File: config.mk
export PLATFORM = sky130hd
export DESIGN_NAME = m_areg_arbiter_flat
export DESIGN_NICKNAME = d
export VERILOG_FILES = /design/src/rtl/m_areg_arbiter_if.sv /design/src/rtl/m_areg_arbiter.sv /design/src/flat_wrapper.sv
export SDC_FILE = /design/constraint.sdc
export NUM_CORES = 1
export LEC_CHECK = 0
export ABC_AREA = 1
export CAP_MARGIN = 0
export CORE_MARGIN = 2
export CORE_UTILIZATION = 30
export CTS_BUF_LIST = sky130_fd_sc_hd__clkbuf_4 sky130_fd_sc_hd__clkbuf_8
export DETAILED_ROUTE_END_ITERATION = 7
export SETUP_SLACK_MARGIN = 0.3
export SYNTH_ARGS = -nofsm -noshare
export SYNTH_HDL_FRONTEND = slang
export SYNTH_SLANG_ARGS = --single-unit
File: constraint.sdc
create_clock -name clk -period 1.5 [get_ports clk]
set_input_delay 0.3 -clock clk [delete_from_list [all_inputs] [get_ports clk]]
set_output_delay 0.3 -clock clk [all_outputs]
set_load 0.1 [all_outputs]
File: src/rtl/m_areg_arbiter_if.sv
//------------------------------------------------------------------------------
// Module   : m_areg_arbiter_if
// Purpose  : Bundles the request, memory-completion and access-register
//            signals that the arbiter sits between.
// Modports :
//   slave  - arbiter view (requests and mem_done_access in, grants and
//            access-register load out)
//   master - environment view (requesters and memory side)
// Signals  :
//   i_flits_req / v_i_flits_req  instruction-side flit and valid
//   d_flits_req / v_d_flits_req  data-side flit and valid
//   mem_done_access              memory finished the current access
//   i_req_ack / d_req_ack        one-cycle accept pulses
//   i_done / d_done              one-cycle completion pulses
//   m_areg_flits / v_m_areg_flits  access-register flit and load strobe
//   mem_src                      owner of current/last access (0=i, 1=d)
//   arb_busy                     high while an access is outstanding
//   timeout_err                  sticky memory-timeout flag
// Revision : 1.0 - initial release
//------------------------------------------------------------------------------
`default_nettype none

interface m_areg_arbiter_if #(
  parameter int FLIT_W = 48
);
  logic [FLIT_W-1:0] i_flits_req;
  logic              v_i_flits_req;
  logic [FLIT_W-1:0] d_flits_req;
  logic              v_d_flits_req;
  logic              mem_done_access;
  logic              i_req_ack;
  logic              d_req_ack;
  logic              i_done;
  logic              d_done;
  logic [FLIT_W-1:0] m_areg_flits;
  logic              v_m_areg_flits;
  logic              mem_src;
  logic              arb_busy;
  logic              timeout_err;

  modport slave (
    input  i_flits_req, v_i_flits_req, d_flits_req, v_d_flits_req,
           mem_done_access,
    output i_req_ack, d_req_ack, i_done, d_done, m_areg_flits,
           v_m_areg_flits, mem_src, arb_busy, timeout_err
  );

  modport master (
    output i_flits_req, v_i_flits_req, d_flits_req, v_d_flits_req,
           mem_done_access,
    input  i_req_ack, d_req_ack, i_done, d_done, m_areg_flits,
           v_m_areg_flits, mem_src, arb_busy, timeout_err
  );
endinterface

`default_nettype wire

File: src/rtl/m_areg_arbiter.sv
//------------------------------------------------------------------------------
// Module   : m_areg_arbiter
// Purpose  : Round-robin arbiter between the instruction-side and data-side
//            request streams for the single memory access register. Loads the
//            winning flit with a one-cycle strobe, then holds busy until memory
//            reports completion or the timeout expires.
// Ports    :
//   clk  - clock
//   rst  - synchronous active-high reset
//   bus  - m_areg_arbiter_if.slave (requests, acks, dones, access register,
//          mem_done_access, mem_src, arb_busy, timeout_err)
// Revision : 1.0 - initial release
//------------------------------------------------------------------------------
`default_nettype none

module m_areg_arbiter #(
  parameter int FLIT_W  = 48,
  parameter int TIMEOUT = 255,
  parameter int TO_W    = 8
) (
  input  wire logic           clk,
  input  wire logic           rst,
  m_areg_arbiter_if.slave     bus
);

  typedef enum logic [0:0] {
    ST_IDLE = 1'b0,
    ST_WAIT = 1'b1
  } state_t;

  // Last counter value that still counts as waiting; reaching it without a
  // done aborts the access.
  localparam logic [TO_W-1:0] C_TO_LAST = TO_W'(TIMEOUT - 1);

  state_t            state_q, state_d;
  logic              ptr_q, ptr_d;          // 0 = i has priority, 1 = d
  logic [TO_W-1:0]   cnt_q, cnt_d;
  logic [FLIT_W-1:0] flits_q, flits_d;
  logic              src_q, src_d;
  logic              vld_q, vld_d;
  logic              i_ack_q, i_ack_d;
  logic              d_ack_q, d_ack_d;
  logic              i_done_q, i_done_d;
  logic              d_done_q, d_done_d;
  logic              terr_q, terr_d;

  // Pointer side wins when it is valid, otherwise whichever side is valid.
  logic              w_win;
  assign w_win = ptr_q ? bus.v_d_flits_req : ~bus.v_i_flits_req;

  always_comb begin
    state_d  = state_q;
    ptr_d    = ptr_q;
    cnt_d    = cnt_q;
    flits_d  = flits_q;
    src_d    = src_q;
    terr_d   = terr_q;
    vld_d    = 1'b0;
    i_ack_d  = 1'b0;
    d_ack_d  = 1'b0;
    i_done_d = 1'b0;
    d_done_d = 1'b0;

    case (state_q)
      ST_IDLE: begin
        if (bus.v_i_flits_req || bus.v_d_flits_req) begin
          flits_d = w_win ? bus.d_flits_req : bus.i_flits_req;
          src_d   = w_win;
          vld_d   = 1'b1;
          i_ack_d = ~w_win;
          d_ack_d = w_win;
          ptr_d   = ~w_win;
          cnt_d   = '0;
          state_d = ST_WAIT;
        end
      end
      ST_WAIT: begin
        if (bus.mem_done_access) begin
          i_done_d = ~src_q;
          d_done_d = src_q;
          state_d  = ST_IDLE;
        end else if (cnt_q == C_TO_LAST) begin
          terr_d  = 1'b1;
          state_d = ST_IDLE;
        end else begin
          cnt_d = cnt_q + 1'b1;
        end
      end
      default: state_d = ST_IDLE;
    endcase
  end

  always_ff @(posedge clk) begin
    if (rst) begin
      state_q  <= ST_IDLE;
      ptr_q    <= 1'b0;
      cnt_q    <= '0;
      flits_q  <= '0;
      src_q    <= 1'b0;
      vld_q    <= 1'b0;
      i_ack_q  <= 1'b0;
      d_ack_q  <= 1'b0;
      i_done_q <= 1'b0;
      d_done_q <= 1'b0;
      terr_q   <= 1'b0;
    end else begin
      state_q  <= state_d;
      ptr_q    <= ptr_d;
      cnt_q    <= cnt_d;
      flits_q  <= flits_d;
      src_q    <= src_d;
      vld_q    <= vld_d;
      i_ack_q  <= i_ack_d;
      d_ack_q  <= d_ack_d;
      i_done_q <= i_done_d;
      d_done_q <= d_done_d;
      terr_q   <= terr_d;
    end
  end

  assign bus.i_req_ack      = i_ack_q;
  assign bus.d_req_ack      = d_ack_q;
  assign bus.i_done         = i_done_q;
  assign bus.d_done         = d_done_q;
  assign bus.m_areg_flits   = flits_q;
  assign bus.v_m_areg_flits = vld_q;
  assign bus.mem_src        = src_q;
  assign bus.arb_busy       = (state_q == ST_WAIT);
  assign bus.timeout_err    = terr_q;

endmodule

`default_nettype wire

File: src/flat_wrapper.sv
// flat-port wrapper written by rule: the top's interface ports become plain ports
module m_areg_arbiter_flat 
#(
  parameter int FLIT_W  = 48,
  parameter int TIMEOUT = 255,
  parameter int TO_W    = 8
)
  (clk, rst, bus_i_flits_req, bus_v_i_flits_req, bus_d_flits_req, bus_v_d_flits_req, bus_mem_done_access, bus_i_req_ack, bus_d_req_ack, bus_i_done, bus_d_done, bus_m_areg_flits, bus_v_m_areg_flits, bus_mem_src, bus_arb_busy, bus_timeout_err);
  m_areg_arbiter_if #(.FLIT_W(FLIT_W)) bus_i ();
  input  wire logic clk;
  input  wire logic rst;
  input wire logic [$bits(bus_i.i_flits_req)-1:0] bus_i_flits_req;
  input wire logic [$bits(bus_i.v_i_flits_req)-1:0] bus_v_i_flits_req;
  input wire logic [$bits(bus_i.d_flits_req)-1:0] bus_d_flits_req;
  input wire logic [$bits(bus_i.v_d_flits_req)-1:0] bus_v_d_flits_req;
  input wire logic [$bits(bus_i.mem_done_access)-1:0] bus_mem_done_access;
  output wire logic [$bits(bus_i.i_req_ack)-1:0] bus_i_req_ack;
  output wire logic [$bits(bus_i.d_req_ack)-1:0] bus_d_req_ack;
  output wire logic [$bits(bus_i.i_done)-1:0] bus_i_done;
  output wire logic [$bits(bus_i.d_done)-1:0] bus_d_done;
  output wire logic [$bits(bus_i.m_areg_flits)-1:0] bus_m_areg_flits;
  output wire logic [$bits(bus_i.v_m_areg_flits)-1:0] bus_v_m_areg_flits;
  output wire logic [$bits(bus_i.mem_src)-1:0] bus_mem_src;
  output wire logic [$bits(bus_i.arb_busy)-1:0] bus_arb_busy;
  output wire logic [$bits(bus_i.timeout_err)-1:0] bus_timeout_err;
  assign bus_i.i_flits_req = bus_i_flits_req;
  assign bus_i.v_i_flits_req = bus_v_i_flits_req;
  assign bus_i.d_flits_req = bus_d_flits_req;
  assign bus_i.v_d_flits_req = bus_v_d_flits_req;
  assign bus_i.mem_done_access = bus_mem_done_access;
  assign bus_i_req_ack = bus_i.i_req_ack;
  assign bus_d_req_ack = bus_i.d_req_ack;
  assign bus_i_done = bus_i.i_done;
  assign bus_d_done = bus_i.d_done;
  assign bus_m_areg_flits = bus_i.m_areg_flits;
  assign bus_v_m_areg_flits = bus_i.v_m_areg_flits;
  assign bus_mem_src = bus_i.mem_src;
  assign bus_arb_busy = bus_i.arb_busy;
  assign bus_timeout_err = bus_i.timeout_err;
  m_areg_arbiter #(.FLIT_W(FLIT_W), .TIMEOUT(TIMEOUT), .TO_W(TO_W)) u_core (.clk(clk), .rst(rst), .bus(bus_i));
endmodule
======== Yosys cells after proc, flatten, opt, wreduce, memory -nomap -nowiden ========
Cells that the tools add are included.
storage, ports and cells
  register bits ........................... 65
  input port bits ......................... 101
  output and inout bits ................... 56
operators by class
  $add $sub $neg .......................... 1
  equal/unequal tests ..................... 4
  mux-type cells .......................... 10
  bitwise gates (word level) .............. 6
  reductions and logical operators ........ 7
operators by type and width
  kind                   count
  $mux W48               1
  $mux W8                3
  $pmux W8 S2            1
  $add A8 B1 Y8 const B  1
  $eq A8 B8 Y1 const B   1
  $not A1 Y1             6
  $reduce_and A3 Y1      2
  $reduce_or A3 Y1       2
  $mux W1                4
  $ne A2 B2 Y1 const B   2
  $ne A2 B1 Y1 const B   1
  $pmux W1 S2            1
  $reduce_and A2 Y1      1
  $reduce_or A2 Y1       1
  $logic_or A1 B1 Y1     1

======== Logic depth before layout (Yosys ltp) ========
  word-level depth ........................ 4
  gate-level depth with buffers ........... 10
  mapped depth without buffers ............ 10

======== Worst setup path after synthesis ========
OpenSTA, ideal clock, no wires.
  kind .................................... flip-flop to flip-flop
  from .................................... reg u_core.state_q, in the netlist u_core.bus.arb_busy
  to ...................................... reg u_core.flits_q[2], in the netlist u_core.bus.m_areg_flits[2]
  arrival ................................. 1.910 ns
  path slack .............................. -0.542 ns
  stages on the path, launching flop included .. 7
  buffers on the path ..................... 1
  clock period less this slack ............ 2.042 ns
  cells stage by stage .................... dfxtp_1 > inv_2 > o21ai_4 > clkinv_1 > clkbuf_1 > nand2_1 > a21oi_1
between the ends
  word-level cells in the longest chain between the ends .. 2
RTL lines
  what                                RTL line               RTL
  start, declared                     m_areg_arbiter.sv:35   state_t state_q, state_d;
  start signal, assigned              m_areg_arbiter.sv:107  state_q <= state_d;
  $not A1 Y1                          n/a
  $reduce_and A2 Y1 (no source line)  n/a
  end signal, assigned                m_areg_arbiter.sv:110  flits_q <= flits_d;
  end, declared                       m_areg_arbiter.sv:38   logic [FLIT_W-1:0] flits_q, flits_d;
No other way between the ends.
A chain may end at the register's enable or synchronous reset.

======== Final worst setup path ========
  from .................................... reg u_core.cnt_q[0]
  to ...................................... reg u_core.cnt_q[6]
between the ends
  word-level cells in the longest chain between the ends .. 4
  elaborated cells on any way between the ends .. 7
  those cells by class .................... add/sub (1); eq/ne (2); mux (3); reduce/logical (1)
RTL lines
  what                    RTL line               RTL
  start, declared         m_areg_arbiter.sv:37   logic [TO_W-1:0] cnt_q, cnt_d;
  start signal, assigned  m_areg_arbiter.sv:109  cnt_q <= cnt_d;
  $add A8 B1 Y8           m_areg_arbiter.sv:86   cnt_d = cnt_q + 1'b1;
  $mux W8                 m_areg_arbiter.sv:82   end else if (cnt_q == C_TO_LAST) begin
  $mux W8                 m_areg_arbiter.sv:78   if (bus.mem_done_access) begin
  $pmux W8 S2             m_areg_arbiter.sv:64   case (state_q)
Parallel ways exist; a longest one is shown, timed or not. The select of a mux whose other input is x is not followed.

==> results.json <==
{
  "worstMarginPinSlew_ns": 0.362,
  "dieHeight_um": 102,
  "synth_nets": 523,
  "boundaryPins": 157,
  "drcViolationCount": 0,
  "viasPerCell": 4.61,
  "hold_viol_final": 0,
  "maxSlewViolCount": 0,
  "grt_pass1_vias": 3338,
  "final_util": 0.685,
  "finalCritPeriodShare": 0.916,
  "startpoint": "u_core.cnt_q[0]$_SDFFE_PP0P_",
  "synth_seq_area_share": 0.452,
  "vdd_drop_max_v": 0.000499,
  "powerDensity_nw_per_um2": 1020,
  "final_common_cell": "nand2_1",
  "dpl.hpwl_mm": 7.23,
  "grt-ovfl-total": 0,
  "p_sw_frac": 0.384,
  "grt_first_pass_wirelength_mm": 15.3,
  "grt.total_usage": 0.185,
  "antenna_found_initial": 0,
  "ys_top_cells_by_area": "dfxtp_1 45%, nand2_1 25%, nand3_1 10%",
  "r2r-start": "u_core.cnt_q[0]$_SDFFE_PP0P_",
  "synth_cells": 420,
  "dieWidth_um": 102,
  "skew_ns": 0.0145,
  "maxCapViolations": 0,
  "nNetsFinal": 720,
  "relSlewSlack": 0.758,
  "floorplan.initialDensity": 0.310,
  "dr.pass1.iters": 5,
  "yosysUniqueCellTypes": 23,
  "path_class": "reg2reg",
  "final.setup.worst_slack_ns": 0.126,
  "min_period_ns": 1.37,
  "synth_top_area_cell": "dfxtp_1",
  "cp_max_fo": 3,
  "fin_tns_setup_ns": 0,
  "portBuffers": 156,
  "pwr-share-clk": 0.237,
  "layout-drive-gt1-share": 0.479,
  "synth_area_per_cell_um2": 6.85,
  "combPwrFrac": 0.444,
  "total_leakage_power_nw": 2.72,
  "start_kind": "flip-flop",
  "cp.required_ns": 1.73,
  "min_path_type": "reg2reg",
  "hold_start": "u_core.bus.mem_src$_SDFFE_PP0P_",
  "area_delta_synth_final_pct": 121,
  "clk_pin_slew_ns": 0.08,
  "grt_max_degree": 28,
  "routed_wl_mm": 10.4,
  "ys.warnings.count": 0,
  "crit_path_end_kind": "flip-flop",
  "dr_total_vias": 3463,
  "slowest_stage": "dfxtp_2",
  "intPower_mw": 4.02,
  "rsz0062_at_grt": "true",
  "cts_tree": "built",
  "rrSetupSlack_ns": 0.13,
  "setup_viol": 0,
  "drtIter0Drc": 105,
  "antennaDiodeCount": 0,
  "outcome": "finished, final reports clean",
  "ys_ff_latch": 65,
  "dp_slack_ns": -0.307,
  "layout_common_cells": "128 x nand2_1, 98 x clkdlybuf4s50_1, 58 x buf_12",
  "critPathMaxStageDelay_ns": 0.33,
  "cp.arrival_ns": 1.60,
  "syn-cell-area_um2": 2880,
  "fmax_mhz": 728,
  "drtAntennaViolNets": 0,
  "clk_latency_ns": 0.34,
  "htreeDepth": 3,
  "gp_congestion": 0.829,
  "wire_per_inst_um": 13.9,
  "cp_cell_sequence": "inv_2 > ha_4 > nand2_1 > nor2_1 > nand2_2 > nand2_4 > buf_6 > nand3b_1 > nand2_1 > nor2_1",
  "fp.coreArea_um2": 9280,
  "fp.dieArea_um2": 10400,
  "cts.sinks": 65,
  "num_rows": 35,
  "clockRootBuffer": "clkbuf_8",
  "clock_path_buffers": 2,
  "seqPwrFrac": 0.319,
  "p_switching_mw": 2.51,
  "cts_buffers": 9,
  "yosysTopAreaCellShare": 0.452
}
worst paths after layout:
| check | to | cells past startpoint |
|---|---|---|
| worst max-delay path | u_core.cnt_q[6]$_SDFFE_PP0P_ | 10 |
| worst min-delay path | u_core.bus.i_done$_SDFF_PP0_ | 1 |
| worst max register to register | u_core.cnt_q[6]$_SDFFE_PP0P_ | 10 |
| worst min register to register | u_core.bus.i_done$_SDFF_PP0_ | 1 |
cells by family (layout without fill, tap and decap cells):
kind of cell	Yosys count	after routing	synth area share
AO/OA/AOI/OAI	37	37	0.0739
buffers and inverters	37	239	0.0595
AND/OR/NAND/NOR	279	279	0.406
flip-flops	65	65	0.452
adder cells (fa/ha/maj)	2	2	0.00869
cell usage after synthesis (all sizes together):
| master | number |
|---|---|
| nor3b | 2 |
| o21ai | 6 |
| inv | 13 |
| nor2 | 17 |
| o21a | 2 |
| ha | 2 |
| clkinv | 2 |
| nand3b | 1 |
| nand4 | 2 |
| clkbuf | 7 |
| dfxtp | 65 |
| nand3 | 60 |
| buf | 15 |
| a21oi | 29 |
| nand2 | 193 |
| nor3 | 4 |
sequential cells by signal (all words and copies together) (netlist names):
signal	count
u_core.ptr_q	1
u_core.bus.v_m_areg_flits	1
u_core.bus.i_req_ack	1
u_core.bus.d_done	1
u_core.bus.d_req_ack	1
u_core.bus.timeout_err	1
u_core.bus.m_areg_flits	48
u_core.cnt_q	8
u_core.bus.i_done	1
u_core.bus.mem_src	1
u_core.bus.arb_busy	1
worst max-delay path, delay by kind of cell, from the launching register on:
| kind | cells | cell delay, ns |
|---|---|---|
| adder cells (fa/ha/maj) | 1 | 0.13 |
| AND/OR/NAND/NOR | 7 | 0.60 |
| flip-flops | 1 | 0.33 |
| buffers and inverters | 2 | 0.19 |
layout make-up:
type                       instances  area, µm²
fill                             740       2920
timing repair buffer             208       2710
multi-input combinational        318       1830
sequential                        65       1390
clock buffer                      13        166
tap                              129        161
inverter                          15       68.8
clock inverter                     3       40.0
layer usage:
| layer | share of wire | vias to the layer above | routed length [µm] | global-route usage |
|---|---|---|---|---|
| li1 | - | 1739 | - | - |
| met1 | 0.41 | 1618 | 4320 | 0.217 |
| met2 | 0.52 | 88 | 5440 | 0.335 |
| met3 | 0.046 | 18 | 478 | 0.0424 |
| met4 | 0.018 | 0 | 186 | 0.0595 |
| met5 | 0 | - | 0 | 0 |
metrics by stage:
stage | cells | total power, mW | area (µm²) | hold WS [ns]
4_1_cts | 736 | 6.26 | 5740 | 0.483
2_1_floorplan | 420 | 3.54 | 3010 | 0.413
3_3_place_gp | 708 | 4.62 | 5330 | 0.466
6_report | 751 | 6.52 | 6360 | 0.462
5_1_grt | 751 | 6.78 | 6360 | 0.483
3_5_place_dp | 708 | 4.64 | 5330 | 0.473
timing repair:
item                       4_1_cts  5_1_grt
pin swaps                       11       42
gates cloned                     1        5
hold buffers                     0        0
setup buffers                   11       10
resized for setup               44      131
setup endpoints to repair       83       69
power groups by stage:
| stage | clock network [mW] | logic [mW] | registers, mW |
|---|---|---|---|
| after floorplan | 0 | 0.474 | 3.07 |
| after global placement | 0 | 2.51 | 2.10 |
| after detailed placement | 0 | 2.53 | 2.11 |
| after CTS | 1.58 | 2.60 | 2.08 |
| after global routing | 1.66 | 3.02 | 2.10 |
| final | 1.55 | 2.90 | 2.08 |
(Power assumes the default switching activity.)
